==> src/rtl/pio_arb_pkg.sv <==
// Shared types and PIO word layout for the PIO write arbiter.
package pio_arb_pkg;

    // PIO word layout, LSB first: {gpio[21:0], led[7:0], counter_set[1:0]}
    localparam int unsigned CsetW   = 2;
    localparam int unsigned LedW    = 8;
    localparam int unsigned GpioW   = 22;
    localparam int unsigned CsetLsb = 0;
    localparam int unsigned LedLsb  = CsetLsb + CsetW;
    localparam int unsigned GpioLsb = LedLsb + LedW;
    localparam int unsigned PioW    = GpioLsb + GpioW;

    // Width of the post-write gap counter (GAP_CYCLES is 0..15)
    localparam int unsigned GapW = 4;

    typedef enum logic [1:0] {
        StIdle,
        StWrite,
        StGap
    } arb_state_t;

    // Assemble a PIO word from its fields
    function automatic logic [PioW-1:0] pio_pack(input logic [GpioW-1:0] gpio,
                                                 input logic [LedW-1:0]  led,
                                                 input logic [CsetW-1:0] cset);
        return {gpio, led, cset};
    endfunction

endpackage

==> src/rtl/rr_arb2.sv <==
// Two-way round-robin selector: a lone requester wins, on contention the
// requester that was not served last wins.
module rr_arb2 (
    input  logic [1:0] req,
    input  logic       last,
    output logic       valid,
    output logic       idx
);

    // Combinational grant decision
    always_comb begin
        valid = |req;
        idx   = 1'b0;
        if (&req) begin
            idx = ~last;
        end else begin
            idx = req[1];
        end
    end

endmodule

==> src/rtl/pio_wr_arbiter.sv <==
// Arbitrates two write requesters onto a single PIO write port. Each write
// is a one-cycle WRITE followed by GAP_CYCLES forced idle cycles.
module pio_wr_arbiter
    import pio_arb_pkg::*;
#(
    parameter int unsigned GAP_CYCLES = 1,
    parameter int unsigned CNT_W      = 16
) (
    input  logic             clk,
    input  logic             rst,
    input  logic             req0,
    input  logic [PioW-1:0]  data0,
    output logic             ack0,
    input  logic             req1,
    input  logic [PioW-1:0]  data1,
    output logic             ack1,
    output logic             pio_en,
    output logic [PioW-1:0]  pio_data,
    output logic             busy,
    output logic             last_grant,
    output logic [CNT_W-1:0] write_count
);

    // Gap counter load value; counts down to zero inclusive
    localparam int unsigned     GapLastI = (GAP_CYCLES == 0) ? 0 : GAP_CYCLES - 1;
    localparam logic [GapW-1:0] GapLast  = GapW'(GapLastI);

    arb_state_t      state;
    logic [GapW-1:0] gap_cnt;
    logic            win_idx;
    logic            grant_valid;
    logic            grant_idx;

    rr_arb2 u_rr_arb2 (
        .req   ({req1, req0}),
        .last  (last_grant),
        .valid (grant_valid),
        .idx   (grant_idx)
    );

    assign busy = (state != StIdle);

    // FSM with registered outputs; pio_data doubles as the holding register
    always_ff @(posedge clk or posedge rst) begin
        if (rst) begin
            state       <= StIdle;
            gap_cnt     <= '0;
            win_idx     <= 1'b0;
            pio_en      <= 1'b0;
            ack0        <= 1'b0;
            ack1        <= 1'b0;
            pio_data    <= '0;
            write_count <= '0;
            last_grant  <= 1'b1;
        end else begin
            unique case (state)
                StIdle: begin
                    if (grant_valid) begin
                        win_idx  <= grant_idx;
                        pio_data <= grant_idx ? data1 : data0;
                        pio_en   <= 1'b1;
                        ack0     <= ~grant_idx;
                        ack1     <= grant_idx;
                        state    <= StWrite;
                    end
                end
                StWrite: begin
                    pio_en      <= 1'b0;
                    ack0        <= 1'b0;
                    ack1        <= 1'b0;
                    write_count <= write_count + 1'b1;
                    last_grant  <= win_idx;
                    if (GAP_CYCLES == 0) begin
                        state <= StIdle;
                    end else begin
                        gap_cnt <= GapLast;
                        state   <= StGap;
                    end
                end
                StGap: begin
                    if (gap_cnt == '0) begin
                        state <= StIdle;
                    end else begin
                        gap_cnt <= gap_cnt - 1'b1;
                    end
                end
                default: state <= StIdle;
            endcase
        end
    end

endmodule

==> config.mk <==
export PLATFORM = sky130hd
export DESIGN_NAME = pio_wr_arbiter
export DESIGN_NICKNAME = d
export VERILOG_FILES = /design/src/rtl/pio_arb_pkg.sv /design/src/rtl/rr_arb2.sv /design/src/rtl/pio_wr_arbiter.sv
export SDC_FILE = /design/constraint.sdc
export NUM_CORES = 1
export LEC_CHECK = 0
export CORE_MARGIN = 4
export CORE_UTILIZATION = 43
export CTS_CLUSTER_SIZE = 28
export DETAILED_ROUTE_END_ITERATION = 6
export PLACE_DENSITY = 0.84
export SLEW_MARGIN = 20
export SYNTH_ARGS = -nofsm -noshare
export SYNTH_HDL_FRONTEND = slang
export SYNTH_SLANG_ARGS = --single-unit
==> constraint.sdc <==
create_clock -name clk -period 3.9 [get_ports clk]
set_input_delay 0.78 -clock clk [delete_from_list [all_inputs] [get_ports clk]]
set_output_delay 0.78 -clock clk [all_outputs]
set_load 0.005 [all_outputs]
Word level (Yosys, flattened, before mapping):

Index checks and enable logic that the tools add are counted.

* register bits after elaboration: 59
* bits in latches: 0
* memory bits (writable): 0
* ROM bits: 0
* memories: 0

* add/sub/neg operators: 2
* multipliers: 0
* divide/modulo/power cells: 0
* $lt $le $gt $ge: 0
* equal/unequal tests: 5
* shift operators: 0
* multiplexer cells: 13
* bitwise gates (word level): 2
* reductions and logical operators: 11

Operators by type and width (number)
* $mux 32: 1
* $add 16x1->16 const B: 1
* $reduce_and 2->1: 5
* $pmux 4 s2: 1
* $ne 2x2->1 const B: 3
* $pmux 1 s2: 3
* $pmux 2 s3: 1
* $reduce_bool 2->1: 3
* $logic_not 4->1: 1
* $mux 1: 4
* $mux 2: 2
* $mux 4: 1
* $sub 4x1->4 const B: 1
* $eq 2x1->1 const B: 1
* $eq 2x2->1 const B: 1
* $logic_not 2->1: 1
* $not 1->1: 2
* $reduce_or 2->1: 1

Logic depth before layout (Yosys ltp):

Gate-level depths: netlist of run 1.

* depth after elaboration: 5
* depth in mapped cells: 6
* gate-level depth less buffers: 6

Cells and area by module:

From an unflattened synthesis of run 1, not the netlist that was laid out.

* cell total of the unflattened synthesis: 248
* area, all modules: 2686.3 um^2

By module, submodules not included
* pio_wr_arbiter: instances 1, cells each 246, area each 2672.6 um^2, seq. area each 1477.7 um^2
* rr_arb2: instances 1, cells each 2, area each 13.8 um^2, seq. area each 0.0 um^2

Least setup slack after synthesis of run 1:

Ideal clock, no wire load.

* kind: input port to flip-flop
* from: in req0
* to: reg pio_data[0]
* library setup time: 0.127 ns
* data arrival time: 1.589 ns
* setup slack: 2.184 ns
* stages: 6
* cells stage by stage: nand2_1 and3_1 buf_6 buf_6 a222oi_1 inv_1

* word-level cells in the longest chain between the ends: 3
* elaborated cells between the ends (all ways): 5

Ends and longest elaborated chain
* from (decl): RTL line pio_wr_arbiter.sv:11 `input logic req0,`
* $reduce_and 2->1: RTL line rr_arb2.sv:14 `if (&req) begin`
* $mux 1: RTL line rr_arb2.sv:14
* $mux 32: RTL line pio_wr_arbiter.sv:60 `pio_data <= grant_idx ? data1 : data0;`
* to (signal assigned): RTL line pio_wr_arbiter.sv:60
* to (decl): RTL line pio_wr_arbiter.sv:18 `output logic [PioW-1:0] pio_data,`

Several ways; a longest one is shown, not always the timed one.
A chain may end at the register's enable or synchronous reset.

Worst setup path in the final report of run 1:

* from: reg state[1]
* to: out busy

* word-level cells in the longest chain between the ends: 1

Ends and longest elaborated chain
* from (decl): RTL line pio_wr_arbiter.sv:28 `arb_state_t state;`
* from (signal assigned): RTL line pio_wr_arbiter.sv:46 `state <= StIdle;`
* from (signal assigned): RTL line pio_wr_arbiter.sv:64 `state <= StWrite;`
* from (signal assigned): RTL line pio_wr_arbiter.sv:74 `state <= StIdle;`
* $reduce_bool 2->1: RTL line pio_wr_arbiter.sv:41 `assign busy = (state != StIdle);`
* to (decl): RTL line pio_wr_arbiter.sv:19 `output logic busy,`

No other way between the ends.

==> report_table.html, run 1 <==
<table>
<tr><th>Metric</th><th>Value</th></tr>
<tr><th colspan="2">Timing</th></tr>
<tr><td>Endpoints failing hold</td><td>0</td></tr>
<tr><td>Minimum clock period</td><td>2.24 ns</td></tr>
<tr><td>Least setup slack across all paths after layout</td><td>between 1.5 and 2 ns</td></tr>
<tr><td>Number of max-slew violations in the final report</td><td>0</td></tr>
<tr><td>Final Setup Violations</td><td>0</td></tr>
<tr><td>Top achievable clock speed</td><td>0.446 GHz</td></tr>
<tr><td>Period utilization</td><td>0.575</td></tr>
<tr><td>Post-Route Setup TNS</td><td>0 ns</td></tr>
<tr><td>Actual slew at the worst max-slew pin</td><td>between 0.7 and 0.8 ns</td></tr>
<tr><td>Normalized max-slew margin</td><td>0.510</td></tr>
<tr><td>Unrepaired setup endpoints after global routing</td><td>false</td></tr>
<tr><td>Layout Skew</td><td>between 0.005 and 0.006 ns</td></tr>
<tr><th colspan="2">Route</th></tr>
<tr><td>Wirelength per Cell</td><td>16.5 µm</td></tr>
<tr><td>Overall via count from detail_route</td><td>around 2,200</td></tr>
<tr><td>Count of TritonRoute iterations in the first routing pass</td><td>7</td></tr>
<tr><td>Mean number of vias per cell</td><td>about 5.4</td></tr>
<tr><td>Final Routed Wirelength</td><td>approximately 6800 µm</td></tr>
<tr><td>Antenna Nets Post-Route</td><td>0</td></tr>
<tr><td>Post-detailed-route DRC marker count</td><td>4</td></tr>
<tr><td>Iteration-0 DRC count of the detailed router</td><td>~200</td></tr>
<tr><th colspan="2">Outcome</th></tr>
<tr><td>Failing checks</td><td>design-rule violations</td></tr>
<tr><td>Outcome</td><td>finished, violations left</td></tr>
<tr><th colspan="2">Setup path</th></tr>
<tr><td>R2R Path Start</td><td>state[1]</td></tr>
<tr><td>Launching element of the worst setup path</td><td>state[1]</td></tr>
<tr><td>Worst Setup End Kind</td><td>primary output</td></tr>
<tr><td>Critical path type</td><td>flop to primary output</td></tr>
<tr><td>Kind of cell with the highest combined delay on the critical path</td><td>buffers and inverters</td></tr>
<tr><td>Slowest stage cell, crit path</td><td>clkdlybuf4s50_1</td></tr>
<tr><td>CP max FO</td><td>5</td></tr>
<tr><td>Maximum single-stage delay on the critical path</td><td>~0.45 ns</td></tr>
<tr><td>List of cells traversed by the critical path</td><td>nor2_2 &gt; inv_1 &gt; clkdlybuf4s50_1</td></tr>
<tr><td>Worst path buffer plus inverter count</td><td>2</td></tr>
<tr><td>Data required, critical path</td><td>between 3 and 4 ns</td></tr>
<tr><td>Data arrival, critical path</td><td>about 1.5 ns</td></tr>
<tr><td>Critical Path Start Type</td><td>flop</td></tr>
<tr><th colspan="2">Finish</th></tr>
<tr><td>Filler Cell Count</td><td>roughly 420</td></tr>
<tr><td>Most frequent cells in the layout</td><td>clkdlybuf4s50_1, dfrtp_1, inv_1</td></tr>
<tr><td>Final #Nets</td><td>approximately 400</td></tr>
<tr><td>Number of diodes</td><td>0</td></tr>
<tr><td>Post-synthesis to final-layout area growth</td><td>57.8%</td></tr>
<tr><td>Layout cell share with drive strength beyond 1</td><td>0.0735</td></tr>
<tr><td>Post-route cell area</td><td>slightly below 4000 µm²</td></tr>
<tr><td>Most frequent standard cell in the layout excluding fill and tap cells</td><td>clkdlybuf4s50_1</td></tr>
<tr><td>Post-Route Utilization</td><td>0.707</td></tr>
<tr><th colspan="2">Clocking</th></tr>
<tr><td>Number of resized instances in the post-cts repair step</td><td>0</td></tr>
<tr><td>Worst skew pair latency</td><td>between 0.3 and 0.4 ns</td></tr>
<tr><td>H-tree depth reported by CTS</td><td>3</td></tr>
<tr><td>CTS Buf Count</td><td>9</td></tr>
<tr><td>Post-cts hold buffer count</td><td>0</td></tr>
<tr><td>Clock sinks</td><td>59</td></tr>
<tr><td>Clock tree from TritonCTS</td><td>done</td></tr>
<tr><td>CTS Buffer Depth</td><td>2</td></tr>
<tr><td>Register clock-pin slew on the reported worst setup and hold paths</td><td>0.07 ns</td></tr>
<tr><td>Root buffer selected by CTS</td><td>clkbuf_8</td></tr>
<tr><td>Setup Buffers After CTS</td><td>0</td></tr>
<tr><th colspan="2">Logic synthesis</th></tr>
<tr><td>Post-Synthesis Cell Area</td><td>between 2000 and 2500 µm²</td></tr>
<tr><td>Post-synthesis register bit count</td><td>59</td></tr>
<tr><td>Synth unique cells</td><td>30</td></tr>
<tr><td>Number of synthesized flops with an enable pin</td><td>0</td></tr>
<tr><td>Nets in the synthesized netlist</td><td>between 200 and 300</td></tr>
<tr><td>Total of warnings raised by yosys</td><td>0</td></tr>
<tr><td>Fraction of the yosys area taken by sequential cells</td><td>0.596</td></tr>
<tr><td>Most frequently used flop master after synthesis</td><td>dfrtp_1</td></tr>
<tr><td>Gate count after technology mapping</td><td>around 210</td></tr>
<tr><td>Asr flop ratio synth</td><td>1.00</td></tr>
<tr><td>Per-instance average area after synthesis</td><td>between 10 and 15 µm²</td></tr>
<tr><th colspan="2">Place</th></tr>
<tr><td>PortBufs</td><td>120</td></tr>
<tr><td>Dpl hpwl</td><td>between 4000 and 5000 µm</td></tr>
<tr><td>Worst Setup Slack post-DPL</td><td>1.54 ns</td></tr>
<tr><td>Placer's final routability congestion estimate</td><td>between 0.7 and 0.8</td></tr>
<tr><td>Placed instance area</td><td>around 3700 µm²</td></tr>
<tr><th colspan="2">Min path</th></tr>
<tr><td>Path class of the lowest-slack min-delay path</td><td>flop to flop</td></tr>
<tr><td>Hold path startpoint</td><td>write_count[15]</td></tr>
<tr><th colspan="2">Global routing</th></tr>
<tr><td>Aggregate global routing overflow</td><td>0</td></tr>
<tr><td>All-layer global routing usage</td><td>0.199</td></tr>
<tr><td>Pin count of the biggest net entering global routing</td><td>38</td></tr>
<tr><td>Antenna violations before repair</td><td>0</td></tr>
<tr><td>Via count of the first global-routing pass</td><td>2,202</td></tr>
<tr><td>Wire length of the first global-routing pass</td><td>~11,000 µm</td></tr>
<tr><th colspan="2">Run</th></tr>
<tr><td>Number of maximum-capacitance violations</td><td>0</td></tr>
<tr><th colspan="2">Floorplanning</th></tr>
<tr><td>Die width</td><td>between 80 and 90 µm</td></tr>
<tr><td>Die Height</td><td>approximately 84 µm</td></tr>
<tr><td>Boundary pin count</td><td>between 100 and 150</td></tr>
<tr><td>Initial cell density of the core</td><td>0.448</td></tr>
<tr><td>Core region area</td><td>5540 µm²</td></tr>
<tr><td>Number of standard-cell rows in the floorplan</td><td>27</td></tr>
<tr><td>Full die area</td><td>7050 µm²</td></tr>
<tr><th colspan="2">Pwr</th></tr>
<tr><td>Cell Pwr Density</td><td>664 nW/µm²</td></tr>
<tr><td>Worst voltage drop across the vdd grid</td><td>~0.7 mV</td></tr>
<tr><td>Leakage</td><td>1.82 nW</td></tr>
<tr><td>Total power of the final layout</td><td>roughly 2.6 mW</td></tr>
</table>
[cells in the mapped netlist, types with 3 or more instances]
master    instances  area share
inv_1            37       0.056
clkbuf_1          4      0.0060
a222oi_1         32        0.13
nand2_1          15       0.023
nand4_1           3      0.0076
buf_2             6       0.012
xnor2_1          14       0.049
nand3_1           7       0.014
nand2b_1          4       0.010
o21ai_0           3      0.0060
and3_1            7       0.018
dfrtp_1          58        0.58
[sequential cells by signal (all words and copies together) (netlist names)]
name / count
write_count: 16
pio_data: 32
last_grant: 1
win_idx: 1
ack0: 1
gap_cnt: 4
ack1: 1
pio_en: 1
state: 2
[final timing paths]
kind                       depth (start not counted)  slack [ns]         endpoint
max in group asynchronous                          3        2.26       last_grant
max                                                3        1.66             busy
min reg2reg                                        1        0.47  write_count[15]
min in group asynchronous                          2        0.90   write_count[8]
min                                                1        0.47  write_count[15]
max reg2reg                                        4        2.28      pio_data[9]
[metal layers]
layer | vias to the layer above | track usage | wire, µm
met4 | 0 | 0.0541 | 66
met5 | - | 0 | 0
li1 | 1017 | - | -
met3 | 6 | 0.0632 | 653
met1 | 1067 | 0.250 | 2760
met2 | 115 | 0.330 | 3300
[area by class of cell]
cell class | count | area (µm²) | share of cell area
inverters | 37 | 139 | 0.0355
well taps | 72 | 90.1 | 0.0230
clock buffers | 13 | 169 | 0.0431
flip-flops and latches | 59 | 1480 | 0.377
multi-input cells | 105 | 798 | 0.204
clock inverters | 2 | 10.0 | 0.00256
repair buffers | 124 | 1230 | 0.314
[per-stage QoR]
step                      std cells  hold slack, ns
after global placement          397           0.456
after CTS                       412           0.475
after detailed placement        397           0.464
final                           412           0.474
after global routing            412           0.510
after floorplan                 213           0.441
[power by group]
part / leakage (nW) / total (mW) / internal [mW] / switching (mW)
Sequential: 0.749 / 0.995 / 0.843 / 0.152
Combinational: 0.979 / 1.11 / 0.653 / 0.454
Clock: 0.0953 / 0.497 / 0.277 / 0.220
Total: 1.82 / 2.60 / 1.77 / 0.825
[cells by family (layout without fill, tap and decap cells)]
| logic type | count (synthesis) | after routing | synth area share |
|---|---|---|---|
| simple gates | 45 | 45 | 0.0963 |
| fa+ha+maj | 2 | 2 | 0.0101 |
| xor+xnor | 16 | 16 | 0.0565 |
| mux | 1 | 1 | 0.00403 |
| compound gates | 41 | 41 | 0.154 |
| flops | 59 | 59 | 0.596 |
| buf+inv | 49 | 176 | 0.0832 |
(Power assumes the default switching activity.)
==> inputs of run 2 (changes only) <==
--- a/config.mk
+++ b/config.mk
@@ -6,10 +6,10 @@
 export NUM_CORES = 1
 export LEC_CHECK = 0
 export CORE_MARGIN = 4
-export CORE_UTILIZATION = 43
+export CORE_UTILIZATION = 40
 export CTS_CLUSTER_SIZE = 28
 export DETAILED_ROUTE_END_ITERATION = 6
-export PLACE_DENSITY = 0.84
+export PLACE_DENSITY = 0.79
 export SLEW_MARGIN = 20
 export SYNTH_ARGS = -nofsm -noshare
 export SYNTH_HDL_FRONTEND = slang
==> constraint.sdc (replaced) <==
create_clock -name clk -period 2.26 [get_ports clk]
set_input_delay 0.452 -clock clk [delete_from_list [all_inputs] [get_ports clk]]
set_output_delay 0.452 -clock clk [all_outputs]
set_load 0.005 [all_outputs]
==> report_table.html, run 2 (same netlist as run 1, synthesis figures left out) <==
<table>
<tr><th>Metric</th><th>Value</th></tr>
<tr><th colspan="2">Setup path</th></tr>
<tr><td>List of cells traversed by the critical path</td><td>nor2_2 &gt; inv_1 &gt; clkdlybuf4s50_1</td></tr>
<tr><td>Worst Setup End Kind</td><td>primary output</td></tr>
<tr><td>Maximum single-stage delay on the critical path</td><td>0.44 ns</td></tr>
<tr><td>R2R Path Start</td><td>last_grant</td></tr>
<tr><td>Launching element of the worst setup path</td><td>state[1]</td></tr>
<tr><td>Flop-to-flop setup slack</td><td>around 0.68 ns</td></tr>
<tr><td>Data arrival, critical path</td><td>about 1.5 ns</td></tr>
<tr><td>Critical Path Start Type</td><td>flop</td></tr>
<tr><td>Critical path type</td><td>flop to primary output</td></tr>
<tr><td>Worst r2r path cells</td><td>5</td></tr>
<tr><td>CP max FO</td><td>5</td></tr>
<tr><td>Worst reg2reg path endpoint</td><td>pio_data[7]</td></tr>
<tr><td>Data required, critical path</td><td>1.81 ns</td></tr>
<tr><td>Worst setup path end</td><td>busy</td></tr>
<tr><td>Slowest stage cell, crit path</td><td>clkdlybuf4s50_1</td></tr>
<tr><th colspan="2">Clocking</th></tr>
<tr><td>H-tree depth reported by CTS</td><td>3</td></tr>
<tr><td>Number of resized instances in the post-cts repair step</td><td>0</td></tr>
<tr><td>Clock sinks</td><td>59</td></tr>
<tr><td>CTS Buf Count</td><td>9</td></tr>
<tr><td>CTS Buffer Depth</td><td>2</td></tr>
<tr><td>Post-cts hold buffer count</td><td>0</td></tr>
<tr><td>Register clock-pin slew on the reported worst setup and hold paths</td><td>around 0.070 ns</td></tr>
<tr><td>Worst skew pair latency</td><td>between 0.3 and 0.4 ns</td></tr>
<tr><td>Clock tree from TritonCTS</td><td>done</td></tr>
<tr><td>Setup Buffers After CTS</td><td>0</td></tr>
<tr><td>Root buffer selected by CTS</td><td>clkbuf_8</td></tr>
<tr><th colspan="2">Floorplanning</th></tr>
<tr><td>Initial cell density of the core</td><td>0.417</td></tr>
<tr><td>Die width</td><td>86.8 µm</td></tr>
<tr><td>Die Height</td><td>roughly 87 µm</td></tr>
<tr><td>Boundary pin count</td><td>around 120</td></tr>
<tr><td>Core region area</td><td>around 6000 µm²</td></tr>
<tr><td>Full die area</td><td>7530 µm²</td></tr>
<tr><td>Number of standard-cell rows in the floorplan</td><td>28</td></tr>
<tr><th colspan="2">Timing</th></tr>
<tr><td>Top achievable clock speed</td><td>between 0.5 and 0.6 GHz</td></tr>
<tr><td>Actual slew at the worst max-slew pin</td><td>between 0.4 and 0.5 ns</td></tr>
<tr><td>Layout Skew</td><td>approximately 0.0079 ns</td></tr>
<tr><td>Normalized max-slew margin</td><td>0.705</td></tr>
<tr><td>Post-Route Setup TNS</td><td>0 ns</td></tr>
<tr><td>Number of max-slew violations in the final report</td><td>0</td></tr>
<tr><td>Period utilization</td><td>0.852</td></tr>
<tr><td>Final Setup Violations</td><td>0</td></tr>
<tr><td>Unrepaired setup endpoints after global routing</td><td>false</td></tr>
<tr><td>Minimum clock period</td><td>~1.9 ns</td></tr>
<tr><td>Endpoints failing hold</td><td>0</td></tr>
<tr><th colspan="2">Place</th></tr>
<tr><td>Placer's final routability congestion estimate</td><td>about 0.77</td></tr>
<tr><td>PortBufs</td><td>120</td></tr>
<tr><td>Dpl hpwl</td><td>5060 µm</td></tr>
<tr><td>Placed instance area</td><td>around 3800 µm²</td></tr>
<tr><th colspan="2">Route</th></tr>
<tr><td>Antenna Nets Post-Route</td><td>0</td></tr>
<tr><td>Wirelength per Cell</td><td>16.3 µm</td></tr>
<tr><td>Iteration-0 DRC count of the detailed router</td><td>around 200</td></tr>
<tr><td>Mean number of vias per cell</td><td>between 5 and 6</td></tr>
<tr><td>Count of TritonRoute iterations in the first routing pass</td><td>7</td></tr>
<tr><td>Post-detailed-route DRC marker count</td><td>1</td></tr>
<tr><td>Final Routed Wirelength</td><td>roughly 7000 µm</td></tr>
<tr><td>Overall via count from detail_route</td><td>around 2,200</td></tr>
<tr><th colspan="2">Finish</th></tr>
<tr><td>Layout cell share with drive strength beyond 1</td><td>0.0896</td></tr>
<tr><td>Most frequent cells in the layout</td><td>clkdlybuf4s50_1, dfrtp_1, inv_1</td></tr>
<tr><td>Flip-flop count of the largest register, all copies and words added</td><td>32</td></tr>
<tr><td>Most frequent standard cell in the layout excluding fill and tap cells</td><td>clkdlybuf4s50_1</td></tr>
<tr><td>Post-route cell area</td><td>~4000 µm²</td></tr>
<tr><td>Post-synthesis to final-layout area growth</td><td>63.2%</td></tr>
<tr><td>Final #Nets</td><td>~400</td></tr>
<tr><td>Largest reg by FF count</td><td>pio_data</td></tr>
<tr><td>Leading registers by flop count</td><td>pio_data (32), write_count (16), gap_cnt (4)</td></tr>
<tr><td>Number of diodes</td><td>0</td></tr>
<tr><th colspan="2">Run</th></tr>
<tr><td>Number of maximum-capacitance violations</td><td>0</td></tr>
<tr><th colspan="2">Global routing</th></tr>
<tr><td>Antenna violations before repair</td><td>0</td></tr>
<tr><td>Pin count of the biggest net entering global routing</td><td>29</td></tr>
<tr><td>Via count of the first global-routing pass</td><td>around 2,300</td></tr>
<tr><td>All-layer global routing usage</td><td>0.187</td></tr>
<tr><td>Aggregate global routing overflow</td><td>0</td></tr>
<tr><td>Wire length of the first global-routing pass</td><td>roughly 11,000 µm</td></tr>
<tr><th colspan="2">Min path</th></tr>
<tr><td>Path class of the lowest-slack min-delay path</td><td>primary input to async pin</td></tr>
<tr><th colspan="2">Pwr</th></tr>
<tr><td>Cell Pwr Density</td><td>between 1000 and 1500 nW/µm²</td></tr>
<tr><td>Flop pwr share</td><td>0.350</td></tr>
<tr><td>Part of the total power dissipated in the clock network</td><td>0.248</td></tr>
<tr><td>Power dissipated by switching net loads</td><td>roughly 1.5 mW</td></tr>
<tr><td>Switching part of the total</td><td>0.300</td></tr>
<tr><td>Relative contribution of combinational cells to total power</td><td>0.402</td></tr>
<tr><td>Total power of the final layout</td><td>slightly below 5 mW</td></tr>
<tr><td>Leakage</td><td>roughly 1.9 nW</td></tr>
<tr><td>Worst voltage drop across the vdd grid</td><td>roughly 0.70 mV</td></tr>
<tr><td>Pint</td><td>3.45 mW</td></tr>
<tr><th colspan="2">Outcome</th></tr>
<tr><td>Failing checks</td><td>design-rule violations</td></tr>
<tr><td>Outcome</td><td>finished, violations left</td></tr>
</table>
==> run 2: cell count changes in the layout (fill, tap and decap cells not counted) <==
cell	before	now
and3_1	6	7
and3_2	1	0
buf_12	0	1
buf_4	4	8
bufinv_16	0	3
clkbuf_1	1	0
clkinv_2	2	1
==> run 2: metal layers <==
layer	global-route usage	wire length [µm]
met2	0.305	3310
met3	0.0542	653
met4	0.0722	109
met1	0.236	2780
met5	0	0
==> run 2: per-stage QoR <==
stage | hold WS (ns) | instances | util | setup slack (ns)
final | 0.445 | 421 | 0.680 | 0.334
after floorplan | 0.441 | 213 | - | 0.353
after global routing | 0.480 | 421 | 0.680 | 0.242
after global placement | 0.456 | 405 | 0.636 | 0.346
after detailed placement | 0.467 | 405 | 0.636 | 0.221
after CTS | 0.450 | 421 | 0.680 | 0.303
==> run 2: final cells by class <==
| class | instances | area (µm²) |
|---|---|---|
| clock buffers | 12 | 165 |
| well taps | 75 | 93.8 |
| inverters | 37 | 139 |
| repair buffers | 129 | 1280 |
| multi-input cells | 105 | 797 |
| clock inverters | 4 | 95.1 |
| fillers | 464 | 1910 |
| flip-flops and latches | 59 | 1480 |
==> run 2: critical path: cells and delay by family, from the launching register on <==
kind	cells	cell delay [ns]
flip-flops	1	0.42
AND/OR/NAND/NOR	1	0.23
buffers and inverters	2	0.50
==> run 2: worst min path at each step <==
stage | startpoint | to | slack [ns] | cells after the start
2_1_floorplan | win_idx | last_grant | 0.44 | 2
3_3_place_gp | win_idx | last_grant | 0.46 | 2
3_5_place_dp | write_count[15] | write_count[15] | 0.47 | 1
4_1_cts | rst | pio_data[15] | 0.45 | 2
5_1_grt | rst | write_count[8] | 0.48 | 2
6_report | rst | write_count[8] | 0.44 | 2
==> run 2: power by group through the flow <==
stage | clock [mW] | combinational, mW | sequential, mW
2_1_floorplan | 0 | 0.872 | 1.73
3_5_place_dp | 0 | 1.99 | 1.73
4_1_cts | 1.24 | 2.01 | 1.72
6_report | 1.22 | 1.98 | 1.72
5_1_grt | 1.31 | 2.16 | 1.78
3_3_place_gp | 0 | 1.93 | 1.72
